===== src/rtl/lfsr_word_collector.sv =====
// Collects the LFSR serial bit LSB-first into WIDTH-bit words and queues them
// in a small FIFO behind a valid/ready port, counting words dropped on overflow.
module lfsr_word_collector #(
   parameter int WIDTH      = 13,
   parameter int SAMPLE_DIV = 1,
   parameter int DEPTH      = 4,
   parameter int DROP_W     = 8
) (
   input  logic                     clock,
   input  logic                     reset,
   input  logic                     enable,
   input  logic                     flush,
   input  logic                     bit_in,
   output logic [WIDTH-1:0]         out_data,
   output logic                     out_valid,
   input  logic                     out_ready,
   output logic [$clog2(DEPTH):0]   fifo_count,
   output logic [DROP_W-1:0]        overflow_cnt,
   output logic                     busy
);

   localparam int AW = $clog2(DEPTH);
   localparam int BW = $clog2(WIDTH);
   localparam logic [AW:0] CNT_ONE = 1;

   typedef enum logic {IDLE, SHIFT} state_t;

   state_t           state, state_nxt;
   logic [BW-1:0]    bit_cnt, bit_cnt_nxt;
   logic [7:0]       div_cnt;
   logic [WIDTH-2:0] shreg;
   logic             strobe, last;

   logic [WIDTH-1:0] mem [DEPTH];
   logic [AW-1:0]    wr_ptr, rd_ptr;
   logic             full, push, pop, accept, drop;

   assign strobe = enable && (div_cnt == 8'(SAMPLE_DIV - 1));

   always_ff @(posedge clock or negedge reset) begin
      if (!reset)
         div_cnt <= '0;
      else if (flush)
         div_cnt <= '0;
      else if (enable)
         div_cnt <= strobe ? 8'd0 : div_cnt + 8'd1;
   end

   always_ff @(posedge clock or negedge reset) begin
      if (!reset) begin
         state   <= IDLE;
         bit_cnt <= '0;
      end else begin
         state   <= state_nxt;
         bit_cnt <= bit_cnt_nxt;
      end
   end

   always_comb begin
      state_nxt   = state;
      bit_cnt_nxt = bit_cnt;
      last        = 1'b0;
      if (flush) begin
         state_nxt   = IDLE;
         bit_cnt_nxt = '0;
      end else if (strobe) begin
         last = (bit_cnt == BW'(WIDTH - 1));
         if (last) begin
            state_nxt   = IDLE;
            bit_cnt_nxt = '0;
         end else begin
            state_nxt   = SHIFT;
            bit_cnt_nxt = bit_cnt + BW'(1);
         end
      end
   end

   // The top bit never lands in shreg: it is taken straight from bit_in on push.
   always_ff @(posedge clock or negedge reset) begin
      if (!reset)
         shreg <= '0;
      else if (strobe && !flush)
         for (int i = 0; i < WIDTH - 1; i++)
            if (bit_cnt == BW'(i)) shreg[i] <= bit_in;
   end

   assign busy      = (state == SHIFT);
   assign full      = (fifo_count == (AW+1)'(DEPTH));
   assign out_valid = (fifo_count != '0);
   assign out_data  = mem[rd_ptr];
   assign push      = last;
   assign pop       = out_valid && out_ready && !flush;
   assign accept    = push && (!full || pop);
   assign drop      = push && full && !pop;

   always_ff @(posedge clock or negedge reset) begin
      if (!reset) begin
         wr_ptr     <= '0;
         rd_ptr     <= '0;
         fifo_count <= '0;
         for (int i = 0; i < DEPTH; i++) mem[i] <= '0;
      end else if (flush) begin
         wr_ptr     <= '0;
         rd_ptr     <= '0;
         fifo_count <= '0;
      end else begin
         if (accept) begin
            mem[wr_ptr] <= {bit_in, shreg};
            wr_ptr      <= wr_ptr + AW'(1);
         end
         if (pop) rd_ptr <= rd_ptr + AW'(1);
         case ({accept, pop})
            2'b10:   fifo_count <= fifo_count + CNT_ONE;
            2'b01:   fifo_count <= fifo_count - CNT_ONE;
            default: fifo_count <= fifo_count;
         endcase
      end
   end

   // Only reset clears the drop counter so starvation stays visible across flushes.
   always_ff @(posedge clock or negedge reset) begin
      if (!reset)
         overflow_cnt <= '0;
      else if (drop && overflow_cnt != '1)
         overflow_cnt <= overflow_cnt + DROP_W'(1);
   end

endmodule


===== config.mk =====
export PLATFORM = sky130hd
export DESIGN_NAME = lfsr_word_collector
export DESIGN_NICKNAME = d
export VERILOG_FILES = /design/src/rtl/lfsr_word_collector.sv
export SDC_FILE = /design/constraint.sdc
export NUM_CORES = 1
export LEC_CHECK = 0
export BUFFER_PORTS_ARGS = -buffer_cell sky130_fd_sc_hd__buf_2
export CAP_MARGIN = 30
export CORE_MARGIN = 1.5
export CORE_UTILIZATION = 50
export CTS_CLUSTER_SIZE = 10
export DETAILED_ROUTE_END_ITERATION = 10
export GPL_TIMING_DRIVEN = 0
export PLACE_DENSITY = 0.71
export SLEW_MARGIN = 10
export SYNTH_ARGS = -nofsm -noshare
export SYNTH_HDL_FRONTEND = slang
export SYNTH_SLANG_ARGS = --single-unit

===== constraint.sdc =====
create_clock -name clock -period 2.6 [get_ports clock]
set_input_delay 0.26 -clock clock [delete_from_list [all_inputs] [get_ports clock]]
set_output_delay 0.26 -clock clock [all_outputs]
set_load 0.005 [all_outputs]

==> impl_metrics.py <==
metrics = {
    "place": {
        "dp_slack_ns": -0.283,
        "port_buffers": 29,
        "gp_congestion": 0.870,
        "place_inst": 477,
        "dpl_cell_area_sq_um": 4720,
        "place_hpwl_mm": 5.44,
    },
    "layout": {
        "diodes": 0,
        "nets": 407,
        "drive_gt1_frac": 0.378,
        "area_growth_pct": 14.3,
        "fillCellCount": 731,
        "fin_cells": 502,
        "fin_area_sq_um": 5040,
    },
    "die": {
        "core-area_sq_um": 8640,
        "dieArea_sq_um": 9390,
        "top_level_ports": 32,
        "fp.dieH_um": 96.9,
        "initial_core_util": 0.510,
        "num_rows": 34,
        "die_x_um": 96.9,
    },
    "critical_path": {
        "cp-end-kind": "flip-flop",
        "crit_chain": "or4_4 > buf_8 > or3_4 > and3_4 > fa_2 > nand2b_1 > nor4_1 > a31oi_1 > o311ai_1",
        "crit_cells": 9,
        "cpMaxStageDelayCell": "or4_4",
        "crit_type": "flip-flop to flip-flop",
        "r2r_cells": 9,
        "cp.arrival_ns": 2.82,
        "crit_path_max_fanout": 7,
        "required_ns": 2.82,
        "path_delay_family": "simple AND/OR/NAND/NOR gates",
        "slowest_delay_ns": 0.54,
        "reg2reg_to": "fifo_count[2]$_DFFE_PN0P_",
        "rr_startpoint": "div_cnt[2]$_DFFE_PN0P_",
        "r2r_setup_slack_ns": -0.005,
        "path_buf_inv": 1,
        "worst_setup_path_start_kind": "flip-flop",
    },
    "clocking": {
        "path_clk_slew_ns": 0.09,
        "h-tree-depth": 3,
        "clock-root-buffer": "clkbuf_8",
        "clock_path_buffers": 2,
        "cts_buffers": 9,
        "worstSkewPairLatency_ns": 0.36,
        "cts_tree": "done",
        "cts_sinks": 92,
    },
    "drt": {
        "drc": 0,
        "post_drt_wl_per_cell_um": 16.0,
        "viasPerCell": 5.65,
        "drt_wl_total_mm": 8.03,
        "drtIter0Drc": 75,
        "vias": 2835,
        "antenna_left": 0,
        "first_pass_iters": 4,
    },
    "hold_path": {
        "min_to": "mem[25]$_DFFE_PN0P_",
        "min_path_cells": 2,
        "hold_path_class": "input pin to flip-flop",
        "min_from": "bit_in",
    },
    "power_and_ir_drop": {
        "leakagePower_nw": 2.43,
        "vdd_ir_drop_max_uv": 274,
        "power_density_nw_per_um2": 530,
    },
    "yosys": {
        "synth.distinct_cells": 44,
        "synth_top_area_cell": "dfrtp_1",
        "synth.avg_cell_area_sq_um": 13.0,
        "synthArstFlopShare": 1.00,
        "synth-edff-count": 0,
        "synthTopCellsByArea": "dfrtp_1 52%, mux2_2 17%, mux4_2 6.6%",
        "synth_ff_type": "dfrtp_1",
        "synth_nets": 357,
        "ys_ff_latch": 92,
        "yosysWarningCount": 0,
        "synth_top_area_frac": 0.522,
        "netlist_area_sq_um": 4410,
        "synth_cells": 339,
        "synth.most_common_cell": "dfrtp_1",
        "seq_area_frac_synth": 0.522,
        "ys_top_cells_by_count": "92 x dfrtp_1, 66 x mux2_2, 19 x nand2_1",
    },
    "timing": {
        "rsz0062_at_grt": "yes",
        "relSlewSlack": 0.516,
        "hold_ws_ns": 0.250,
        "fin_ws_ns": -0.00477,
        "slew_viol_final": 0,
        "fin_crit_sh": 1.00,
        "finalSetupViolCount": 1,
        "worstMarginPinSlew_ns": 0.719,
        "skew_ns": 0.00953,
        "hold_viol_final": 0,
        "max_freq_ghz": 0.384,
        "period_minus_slack_ns": 2.60,
    },
    "grt": {
        "grt_first_pass_wirelength_mm": 13.7,
        "overflow": 0,
        "grtUsageTotal": 0.183,
        "first_global_vias": 2758,
        "grt_max_degree": 51,
        "antenna_found_initial": 0,
    },
    "outcome": {
        "status": "finished, violations left",
        "violations": "setup timing",
    },
    "run": {
        "maxCapViolCount": 0,
    },
}
[sequential cells by signal (all words and copies together) (netlist names)]
register,count
wr_ptr,2
fifo_count,3
busy,1
rd_ptr,2
div_cnt,8
bit_cnt,4
mem,52
overflow_cnt,8
shreg,12
[cell families (layout without fill, tap and decap cells)]
| group | Yosys count | count (layout) | share of synthesized area |
|---|---|---|---|
| adders and majority gates | 12 | 12 | 0.0358 |
| buffers and inverters | 27 | 82 | 0.0250 |
| xor gates and xnor gates | 11 | 11 | 0.0219 |
| DFF | 92 | 92 | 0.522 |
| and+or+nand+nor | 80 | 80 | 0.0976 |
| AOI/OAI and AO/OA | 35 | 35 | 0.0556 |
| muxes | 82 | 82 | 0.242 |
[repair_timing]
action                     in CTS  in global routing
pin swaps                       0                  4
hold endpoints to repair       42                  0
buffers inserted                2                  6
gates resized for setup        11                 10
hold buffers                    1                  0
setup endpoints to repair       9                 10
[worst register-to-register path, stage by stage (launching register included)]
cell and delay, ns:
dfrtp_1 0.39, or4_4 0.54, buf_8 0.14, or3_4 0.41
and3_4 0.19, fa_2 0.38, nand2b_1 0.11, nor4_1 0.05
a31oi_1 0.16, o311ai_1 0.10
[metrics by stage]
stage	utilization	setup TNS [ns]	power, mW
2_1_floorplan	-	0	1.65
3_3_place_gp	0.543	-0.292	1.72
3_5_place_dp	0.546	-0.283	1.73
4_1_cts	0.576	0	2.70
5_1_grt	0.583	-0.155	2.79
6_report	0.583	-0.00477	2.67
[per-layer routing]
layer | wire length, um | part of all wire | up-vias | GRT usage
met2 | 3790 | 0.47 | 71 | 0.294
li1 | - | - | 1343 | -
met3 | 320 | 0.040 | 9 | 0.0419
met4 | 76 | 0.0095 | 0 | 0.0435
met1 | 3840 | 0.48 | 1412 | 0.255
met5 | 0 | 0 | - | 0
[area by class of cell]
cell class / count / area, sq um / share of cell area
sequential: 92 / 2300 / 0.457
multi-input combinational: 220 / 2030 / 0.403
timing repair buffer: 39 / 245 / 0.0487
tap: 108 / 135 / 0.0268
clock buffer: 10 / 128 / 0.0253
buffer: 17 / 87.6 / 0.0174
clock inverter: 6 / 72.6 / 0.0144
inverter: 10 / 37.5 / 0.00745
[placed cells by master (no fill, tap or decap), types with 2 or more instances in the layout]
| cell type | count |
|---|---|
| a21oi_1 | 7 |
| a31oi_1 | 2 |
| a32o_1 | 2 |
| and2_1 | 2 |
| buf_2 | 34 |
| buf_4 | 9 |
| clkbuf_1 | 9 |
| clkbuf_8 | 9 |
| clkinv_4 | 2 |
| dfrtp_1 | 92 |
| ha_1 | 10 |
| inv_1 | 9 |
| inv_6 | 2 |
| mux2_2 | 66 |
| mux2i_1 | 3 |
| mux4_2 | 13 |
| nand2_1 | 19 |
| nand2b_1 | 3 |
| nand3_1 | 6 |
| nand3b_1 | 2 |
| nand4_1 | 3 |
| nand4b_1 | 5 |
| nor2_1 | 14 |
| nor3_1 | 6 |
| nor4_1 | 4 |
| o2111ai_1 | 3 |
| o21ai_0 | 12 |
| o311ai_1 | 2 |
| or3_1 | 6 |
| xnor2_1 | 2 |
| xor2_1 | 9 |
[worst max-delay path by stage]
stage	end	from	slack, ns
finish	fifo_count[2]$_DFFE_PN0P_	div_cnt[2]$_DFFE_PN0P_	-0.005
global route	fifo_count[2]$_DFFE_PN0P_	div_cnt[2]$_DFFE_PN0P_	-0.07
CTS	fifo_count[2]$_DFFE_PN0P_	div_cnt[2]$_DFFE_PN0P_	0.03
detailed placement	fifo_count[2]$_DFFE_PN0P_	bit_cnt[0]$_DFFE_PN0P_	-0.28
global placement	fifo_count[2]$_DFFE_PN0P_	bit_cnt[0]$_DFFE_PN0P_	-0.29
floorplan	fifo_count[2]$_DFFE_PN0P_	div_cnt[2]$_DFFE_PN0P_	0.001
[where the power goes]
part	leakage [nW]	switching (mW)	internal (mW)
Combinational	1.06	0.111	0.0753
Sequential	1.27	0.0505	1.47
Clock	0.0975	0.505	0.455
Total	2.43	0.667	2.00
Note: power is estimated with default switching activity, not from simulation.
